===== src/rtl/divider32_seq_pkg.sv =====
// Shared definitions for the sequential restoring divider: FSM encoding and
// the index of the final quotient step.
package divider32_seq_pkg;
  localparam int DIV_W = 32;

  typedef enum logic [1:0] {
    DIV_IDLE = 2'b00,
    DIV_EXEC = 2'b01,
    DIV_DONE = 2'b10
  } div_state_e;

  localparam logic [4:0] DIV_LAST = 5'd31;
endpackage


===== src/rtl/divider32_seq_cla32.sv =====
// 32-bit carry-lookahead adder: eight 4-bit lookahead groups with the group
// carries chained between them.
module cla32 (
  input  logic [31:0] a,
  input  logic [31:0] b,
  input  logic        ci,
  output logic [31:0] s,
  output logic        co
);
  logic [31:0] w_g, w_p, w_c;
  logic [8:0]  w_gc;

  assign w_g     = a & b;
  assign w_p     = a ^ b;
  assign w_gc[0] = ci;

  for (genvar k = 0; k < 8; k++) begin : g_grp
    localparam int B = 4 * k;
    logic w_grp_g, w_grp_p;

    assign w_c[B]   = w_gc[k];
    assign w_c[B+1] = w_g[B] | (w_p[B] & w_gc[k]);
    assign w_c[B+2] = w_g[B+1] | (w_p[B+1] & w_g[B])
                    | (w_p[B+1] & w_p[B] & w_gc[k]);
    assign w_c[B+3] = w_g[B+2] | (w_p[B+2] & w_g[B+1])
                    | (w_p[B+2] & w_p[B+1] & w_g[B])
                    | (w_p[B+2] & w_p[B+1] & w_p[B] & w_gc[k]);

    assign w_grp_g = w_g[B+3] | (w_p[B+3] & w_g[B+2])
                   | (w_p[B+3] & w_p[B+2] & w_g[B+1])
                   | (w_p[B+3] & w_p[B+2] & w_p[B+1] & w_g[B]);
    assign w_grp_p = &w_p[B+3:B];
    assign w_gc[k+1] = w_grp_g | (w_grp_p & w_gc[k]);
  end

  assign s  = w_p ^ w_c;
  assign co = w_gc[8];
endmodule


===== src/rtl/divider32_seq.sv =====
// Iterative 32-bit unsigned restoring divider: one quotient bit per cycle,
// trial subtraction through a single shared cla32.
module divider32_seq
  import divider32_seq_pkg::*;
#(
  parameter int DW = DIV_W
) (
  input  logic          clk,
  input  logic          reset_n,
  input  logic          op_start,
  input  logic          op_clear,
  input  logic [DW-1:0] dividend,
  input  logic [DW-1:0] divisor,
  output logic [DW-1:0] quotient,
  output logic [DW-1:0] remainder,
  output logic          busy,
  output logic          op_done,
  output logic          div_by_zero
);
  div_state_e    r_state;
  logic [4:0]    r_cnt;
  logic [DW-1:0] r_rem, r_quo, r_dvs;

  logic [DW:0]   w_s;
  logic [DW-1:0] w_diff, w_rem_nxt, w_quo_nxt;
  logic          w_co, w_take, w_accept, w_step, w_last;

  assign w_accept = op_start & ~op_clear & (r_state != DIV_EXEC);
  assign w_step   = (r_state == DIV_EXEC) & ~op_clear;
  assign w_last   = w_step & (r_cnt == DIV_LAST);

  // S[32] set means the shifted partial remainder already exceeds any divisor.
  assign w_s = {r_rem, r_quo[DW-1]};
  cla32 u_cla (
    .a  (w_s[DW-1:0]),
    .b  (~r_dvs),
    .ci (1'b1),
    .s  (w_diff),
    .co (w_co)
  );
  assign w_take    = w_s[DW] | w_co;
  assign w_rem_nxt = w_take ? w_diff : w_s[DW-1:0];
  assign w_quo_nxt = {r_quo[DW-2:0], w_take};

  always_ff @(posedge clk or negedge reset_n) begin
    if (!reset_n) begin
      r_state     <= DIV_IDLE;
      r_cnt       <= '0;
      busy        <= 1'b0;
      op_done     <= 1'b0;
      div_by_zero <= 1'b0;
    end else if (op_clear) begin
      r_state     <= DIV_IDLE;
      r_cnt       <= '0;
      busy        <= 1'b0;
      op_done     <= 1'b0;
      div_by_zero <= 1'b0;
    end else begin
      case (r_state)
        DIV_IDLE, DIV_DONE: if (op_start) begin
          r_cnt       <= '0;
          div_by_zero <= (divisor == '0);
          if (divisor == '0) begin
            r_state <= DIV_DONE;
            busy    <= 1'b0;
            op_done <= 1'b1;
          end else begin
            r_state <= DIV_EXEC;
            busy    <= 1'b1;
            op_done <= 1'b0;
          end
        end
        DIV_EXEC: begin
          r_cnt <= r_cnt + 5'd1;
          if (r_cnt == DIV_LAST) begin
            r_state <= DIV_DONE;
            busy    <= 1'b0;
            op_done <= 1'b1;
          end
        end
        default: r_state <= DIV_IDLE;
      endcase
    end
  end

  always_ff @(posedge clk or negedge reset_n) begin
    if (!reset_n) begin
      r_rem     <= '0;
      r_quo     <= '0;
      r_dvs     <= '0;
      quotient  <= '0;
      remainder <= '0;
    end else if (w_accept) begin
      r_dvs <= divisor;
      r_rem <= '0;
      r_quo <= dividend;
      if (divisor == '0) begin
        quotient  <= '1;
        remainder <= dividend;
      end
    end else if (w_step) begin
      r_rem <= w_rem_nxt;
      r_quo <= w_quo_nxt;
      if (w_last) begin
        quotient  <= w_quo_nxt;
        remainder <= w_rem_nxt;
      end
    end
  end
endmodule


===== config.mk =====
export PLATFORM = sky130hd
export DESIGN_NAME = divider32_seq
export DESIGN_NICKNAME = d
export VERILOG_FILES = /design/src/rtl/divider32_seq_pkg.sv /design/src/rtl/divider32_seq_cla32.sv /design/src/rtl/divider32_seq.sv
export SDC_FILE = /design/constraint.sdc
export NUM_CORES = 1
export LEC_CHECK = 0
export BUFFER_PORTS_ARGS = -buffer_cell sky130_fd_sc_hd__buf_2
export CAP_MARGIN = 10
export CORE_ASPECT_RATIO = 1.25
export CORE_MARGIN = 2
export CORE_UTILIZATION = 45
export DETAILED_ROUTE_END_ITERATION = 16
export PLACE_DENSITY = 0.71
export SLEW_MARGIN = 10
export SYNTH_ARGS = -nofsm -noshare
export SYNTH_HDL_FRONTEND = slang
export SYNTH_SLANG_ARGS = --single-unit

===== constraint.sdc =====
create_clock -name clk -period 3.2 [get_ports clk]
set_input_delay 0.16 -clock clk [delete_from_list [all_inputs] [get_ports clk]]
set_output_delay 0.16 -clock clk [all_outputs]
set_load 0.05 [all_outputs]

-- Word level (Yosys, flattened, before mapping)
Index checks and enable logic that the tools add are counted.
- bitwise logic cells: 206
- equal/unequal tests: 7
- reduce and logical (&&, ||, !) cells: 21
- add/subtract/negate cells: 1
- multiplexer cells: 34
- operator list (kind ; number):
    two-way mux 32 bit ; 13
    AND 1 bit ; 120
    OR 1 bit ; 81
    bitwise XOR 32 bit ; 2
    AND 32 bit ; 1
    logical NOT 32 bit ; 1
    inverter 32 bit ; 1
    AND reduction 4 bit ; 8
    two-way mux 1 bit ; 11
    two-way mux 5 bit ; 2
    one-hot mux 5 bit (2 select lines) ; 1
    two-way mux 2 bit ; 4
    nonzero test 2 bit ; 4
    AND reduction 2 bit ; 3
    AND reduction 3 bit ; 2
    adder 5 x 1 -> 5 bit (second input constant) ; 1
    == test 5 bit (second input constant) ; 1
    inequality test 2 x 1 -> 1 bit (second input constant) ; 2
    one-hot mux 1 bit (2 select lines) ; 2
    one-hot mux 2 bit (2 select lines) ; 1
    inequality test 3 x 2 -> 1 bit (second input constant) ; 1
    inequality test 3 bit (second input constant) ; 1
    nonzero test 3 bit ; 1
    == test 2 x 1 -> 1 bit (second input constant) ; 1
    other kinds (4) ; 4
- output and inout port bits: 67
- register bits: 170
- word-level logic and storage cells: 279

-- Depth between registers and ports, before layout
- word-level depth: 26
- mapped depth: 15
- gate-level depth less buffers: 15

-- Modules after synthesis
A second synthesis with hierarchy kept.
- cells, all modules: 835
- area total of the unflattened synthesis: 8720.9 µm²
- by module, submodules not included (module ; area each (µm²) ; times used ; sequential area each (µm²) ; cells an instance):
    divider32_seq ; 7343.3 ; 1 ; 4254.1 ; 663
    cla32 ; 1377.6 ; 1 ; 0.0 ; 172

-- Least setup slack after synthesis
OpenSTA, ideal clock, no wires.
- path type: flip-flop to flip-flop
- from: register r_rem[7]
- to: register remainder[29]
- period minus slack after synthesis: 2.924 ns
- required time: 3.118 ns
- arrival: 2.842 ns
- setup time: 0.082 ns
- stages on the path, launching flop included: 14
- setup slack: 0.276 ns
- cell sequence: dfrtp_1 > ha_1 > nand4_1 > nor3_2 > or3b_4 > a31oi_4 > nor2_1 > nor2_1 > nor2_1 > fa_1 > xor2_1 > a211oi_1 > a31oi_1 > a31oi_1
- cells in the longest elaborated chain, start to end: 19
- elaborated cells between the ends (all ways): 25
- those cells by class: mux: 4; bitwise: 20; reduce/logical: 1
- RTL lines (what ; RTL line ; text):
    start, declared ; divider32_seq.sv:22 ; logic [DW-1:0] r_rem, r_quo, r_dvs;
    start signal, assigned ; divider32_seq.sv:102 ; r_rem <= w_rem_nxt;
    bitwise XOR 32 bit or AND 32 bit (tied branches) ; divider32_seq_cla32.sv:14, divider32_seq_cla32.sv:13 ;
    AND reduction 4 bit or AND 1 bit (tied branches) ; divider32_seq_cla32.sv:32, divider32_seq_cla32.sv:31 ;
    AND 1 bit or OR 1 bit (tied branches) ; divider32_seq_cla32.sv:33, divider32_seq_cla32.sv:31 ;
    OR 1 bit (*) ; divider32_seq_cla32.sv:33 ; assign w_gc[k+1] = w_grp_g | (w_grp_p & w_gc[k]);
    AND 1 bit (*) ; divider32_seq_cla32.sv:33 ;
    OR 1 bit (*) ; divider32_seq_cla32.sv:33 ;
    AND 1 bit (*) ; divider32_seq_cla32.sv:33 ;
    OR 1 bit (*) ; divider32_seq_cla32.sv:33 ;
    (+3 left out) ; n/a ;
    OR 1 bit (*) ; divider32_seq_cla32.sv:33 ;
    AND 1 bit, on equally long branches ; divider32_seq_cla32.sv:22, divider32_seq_cla32.sv:33 ;
    OR 1 bit, on equally long branches ; divider32_seq_cla32.sv:22, divider32_seq_cla32.sv:33 ;
    bitwise XOR 32 bit or OR 1 bit (tied branches) ; divider32_seq_cla32.sv:36, divider32_seq.sv:41 ;
    two-way mux 32 bit (*) ; divider32_seq.sv:42 ; assign w_rem_nxt = w_take ? w_diff : w_s[DW-1:0];
    two-way mux 32 bit (*) ; divider32_seq.sv:104 ; if (w_last) begin
    two-way mux 32 bit (*) ; divider32_seq.sv:101 ; end else if (w_step) begin
    two-way mux 32 bit (*) ; divider32_seq.sv:93 ; end else if (w_accept) begin
    end signal, assigned ; divider32_seq.sv:99 ; remainder <= dividend;
    end signal, assigned ; divider32_seq.sv:106 ; remainder <= w_rem_nxt;
    end, declared ; divider32_seq.sv:15 ; output logic [DW-1:0] remainder,
Mark *: on every way between the ends. The rest lies on a longest branch, timed or not. The select of a mux whose other input is x is not followed.
A chain may end at the register's enable or synchronous reset.

-- Final worst setup path
- from: register r_rem[14]
- to: register remainder[22]
- cells in the longest elaborated chain, start to end: 19
- elaborated cells between the ends (all ways): 29
- those cells by class: mux: 4; bitwise: 24; reduce/logical: 1
- RTL lines (what ; RTL line ; text):
    bitwise XOR 32 bit ; divider32_seq_cla32.sv:14 ; assign w_p = a ^ b;
    AND 1 bit, on equally long branches ; divider32_seq_cla32.sv:29, divider32_seq_cla32.sv:30, divider32_seq_cla32.sv:31 ;
    OR 1 bit (tied with other cells) ; divider32_seq_cla32.sv:29 ; assign w_grp_g = w_g[B+3] | (w_p[B+3] & w_g[B+2])
    OR 1 bit or AND 1 bit (tied branches) ; divider32_seq_cla32.sv:30, divider32_seq_cla32.sv:31 ;
    OR 1 bit ; divider32_seq_cla32.sv:31 ; | (w_p[B+3] & w_p[B+2] & w_p[B+1] & w_g[B]);
    OR 1 bit (*) ; divider32_seq_cla32.sv:33 ;
    AND 1 bit (*) ; divider32_seq_cla32.sv:33 ;
    OR 1 bit (*) ; divider32_seq_cla32.sv:33 ;
    (+3 left out) ; n/a ;
    OR 1 bit ; divider32_seq_cla32.sv:33 ;
    AND 1 bit ; divider32_seq_cla32.sv:33 ;
    OR 1 bit ; divider32_seq_cla32.sv:33 ;
    OR 1 bit ; divider32_seq.sv:41 ; assign w_take = w_s[DW] | w_co;
    two-way mux 32 bit (*) ; divider32_seq.sv:42 ;
    two-way mux 32 bit (*) ; divider32_seq.sv:104 ;
    two-way mux 32 bit (*) ; divider32_seq.sv:101 ;
    two-way mux 32 bit (*) ; divider32_seq.sv:93 ;
Marked as above.

==> reports/metrics.cfg <==
[run_status]
status=complete, no violations

[timing]
setup_slack_ps=73.29
rsz0062_at_grt=yes
worstMarginPinSlew_ps=904.5
setup_viol=0
slew_headroom=0.3970
fin_crit_ps=3127
slew_viol_final=0
fmax_ghz=0.3198
finalHoldViolCount=0
period_share=0.9771
finClkSkew_ps=6.543
fin_setup_tns_ps=0

[grt]
grt.total_usage=0.2359
grt_pass1_wl_microns=38240
grt_max_degree=95
grt_overflow=0
grt_pass1_vias=7340
antenna_found_initial=0

[yosys]
synth_seq_cells=170
ys_seq_area_frac=0.4893
postSynth.asyncResetShare=1.000
yosys-top-cells-count=170 x dfrtp_1, 151 x nand2_1, 108 x o21ai_0, 53 x nor2_1, 51 x clkbuf_1
synth.distinct_cells=57
yosys.area.top_type=dfrtp_1
synth_ff_type=dfrtp_1
avgSynthCellArea_sq_um=9.398
syn-cell-area_sq_um=8693
synth_edf_count=0
synth_fp_nets=1035
postSynthCellCount=925
synth_top_cells_by_area=dfrtp_1 49%, nand2_1 6.5%, o21ai_0 6.2%
yosysMostFrequentCell=dfrtp_1
ys_warn_count=0
synth_top_area_share=0.4893

[worst_setup_path]
slowest_delay_ps=460
setup.worst_path.start=r_rem[14]
worst_setup_path_start_kind=register
critPathCaptureType=register
cp.required_ps=3540
cp.arrival_ps=3460
r2r_start=r_rem[14]
worst-path-max-fanout=13
cp_slowest_cell=o41a_1
cp_top_family=compound AO/OA/AOI/OAI gates
cp.buffers_inverters=1
crit_type=register to register
worstPathCellList=ha_4 > nand4_1 > nor3_2 > or3b_4 > a31oi_4 > buf_4 > o2111ai_4 > and2_4 > o41a_1 > a221oi_2

[finish]
area_growth_pct=26.93
layout-drive-gt1-share=0.2084
fillers=1642
antennaDiodeCount=0
nets=1216

[floorplanning]
dieArea_sq_um=20450
rows=56
io_pins=135
die_width_microns=128.3
design.core.area_sq_um=18850
start_util=0.4612
die_y_microns=159.4

[cts]
path_clk_slew_ps=70
cts_root_buf=clkbuf_16
clk_latency_ps=440
cts_tree=done
cts_made_buffers=17
cts_sinks=170
clockBufferDepth=2
htree_levels=4

[routing]
ant_nets=0
firstDrtPassIters=5
drt-total-wl_microns=24440
vias=7811
wl_per_cell_microns=18.10
drc=0
vias_per_cell=5.786
first_iter_violations=613

[pwr]
power.density_nw_per_um2=833.8
leakagePower_nw=5.001
irDropWorstVdd_mv=0.5109

[hold_path]
timing.hold.worst.start=dividend[3]
hp-class=input port to register

[run]
maxCapViolations=0

[placement]
dp_slack_ps=45.71
hpwl_microns=16740
port_buffers=134
routabilityCongestion=0.8726

==> cell usage in the layout, fill, tap and decap left out, types with 4 or more instances in the layout <==
cell and instances:
ha_4 9, o21ai_0 104, clkbuf_16 17, dfrtp_1 168, xnor2_1 11, nor4_1 8
dlygate4sd3_1 46, a21oi_1 32, a22oi_1 35, o22a_1 31, o21ai_1 4, nand2b_1 8
nand4_1 8, buf_2 133, a211oi_1 15, nor3_1 14, nand2_1 151, or3_1 4
nor2b_1 4, a21o_1 8, buf_12 5, nand3_1 6, nor2_1 53, and2_1 4
and3_1 4, inv_1 43, buf_4 35, a31oi_1 47, fa_1 7, ha_1 26
mux2i_1 6, xor2_1 10
==> flip-flops by register name, indices dropped and copies added, names as in the netlist <==
signal,count
quotient,32
r_dvs,32
r_quo,32
r_rem,32
remainder,32
r_cnt,5
r_state,2
busy,1
div_by_zero,1
op_done,1
==> tightest hold or removal path, delay by kind of cell <==
kind	cells	cell delay (ps)
buf+inv	1	110
compound gates	1	70
simple gates	1	60
==> area by class of cell <==
class / count / area, sq um / area share
Timing Repair Buffer: 220 / 1500 / 0.1360
Sequential cell: 170 / 4257 / 0.3858
Clock buffer: 18 / 439.2 / 0.03980
Tap cell: 232 / 290.3 / 0.02631
Clock inverter: 13 / 167.7 / 0.01519
Multi-Input combinational cell: 654 / 4219 / 0.3824
Inverter: 43 / 161.4 / 0.01463
==> cells by family (layout without fill, tap and decap cells) <==
group	after synthesis	after routing	share of synthesized area
flip-flops	170	170	0.4893
AO/OA/AOI/OAI	312	312	0.2343
AND/OR/NAND/NOR	272	273	0.1363
buffers and inverters	102	294	0.04548
adder cells (fa/ha/maj)	42	42	0.06649
XOR/XNOR	21	21	0.02116
multiplexers	6	6	0.006909
==> power breakdown <==
| part | total, mW | internal [mW] | leakage [nW] | switching, mW |
|---|---|---|---|---|
| clock | 2.15 | 1.25 | 0.292 | 0.899 |
| sequential | 2.86 | 2.52 | 2.12 | 0.336 |
| combinational | 4.19 | 1.72 | 2.59 | 2.47 |
| total | 9.20 | 5.49 | 5.00 | 3.71 |
==> layer usage <==
metal  vias up  share of wire  global-route usage
met1      3813           0.46              0.3306
met4         0          0.025             0.09441
met2       277           0.46              0.3656
met5         -              0                   0
met3        46          0.058             0.03797
li1       3675              -                   -
==> per-stage QoR <==
step	util	total power, mW	instances	hold slack [ps]	cell area, sq um
after floorplan	-	5.554	925	-135.6	8693
after global routing	0.5854	9.750	1350	17.29	11030
after CTS	0.5768	8.914	1345	0.7318	10870
final	0.5854	9.200	1350	8.075	11030
after global placement	0.5195	6.605	1268	310.1	9792
after detailed placement	0.5195	6.680	1268	309.3	9792
==> final timing paths <==
| kind | to | slack [ps] | depth (start not counted) |
|---|---|---|---|
| worst max-delay path | remainder[22] | 70 | 10 |
| worst min-delay path | remainder[3] | 8 | 3 |
| worst max register to register | remainder[22] | 70 | 10 |
| worst min register to register | quotient[20] | 500 | 1 |
| max in group asynchronous | remainder[21] | 1960 | 3 |
| min in group asynchronous | r_rem[4] | 380 | 2 |
==> repair_timing <==
action / CTS / global route
endpoints found under the setup margin: 1 / 21
cloned: 0 / 1
hold buffers: 46 / 0
resized for setup: 1 / 18
endpoints found under the hold margin: 137 / 0
setup buffers: 0 / 4
pin swaps: 0 / 9
Note: power is estimated with default switching activity, not from simulation.
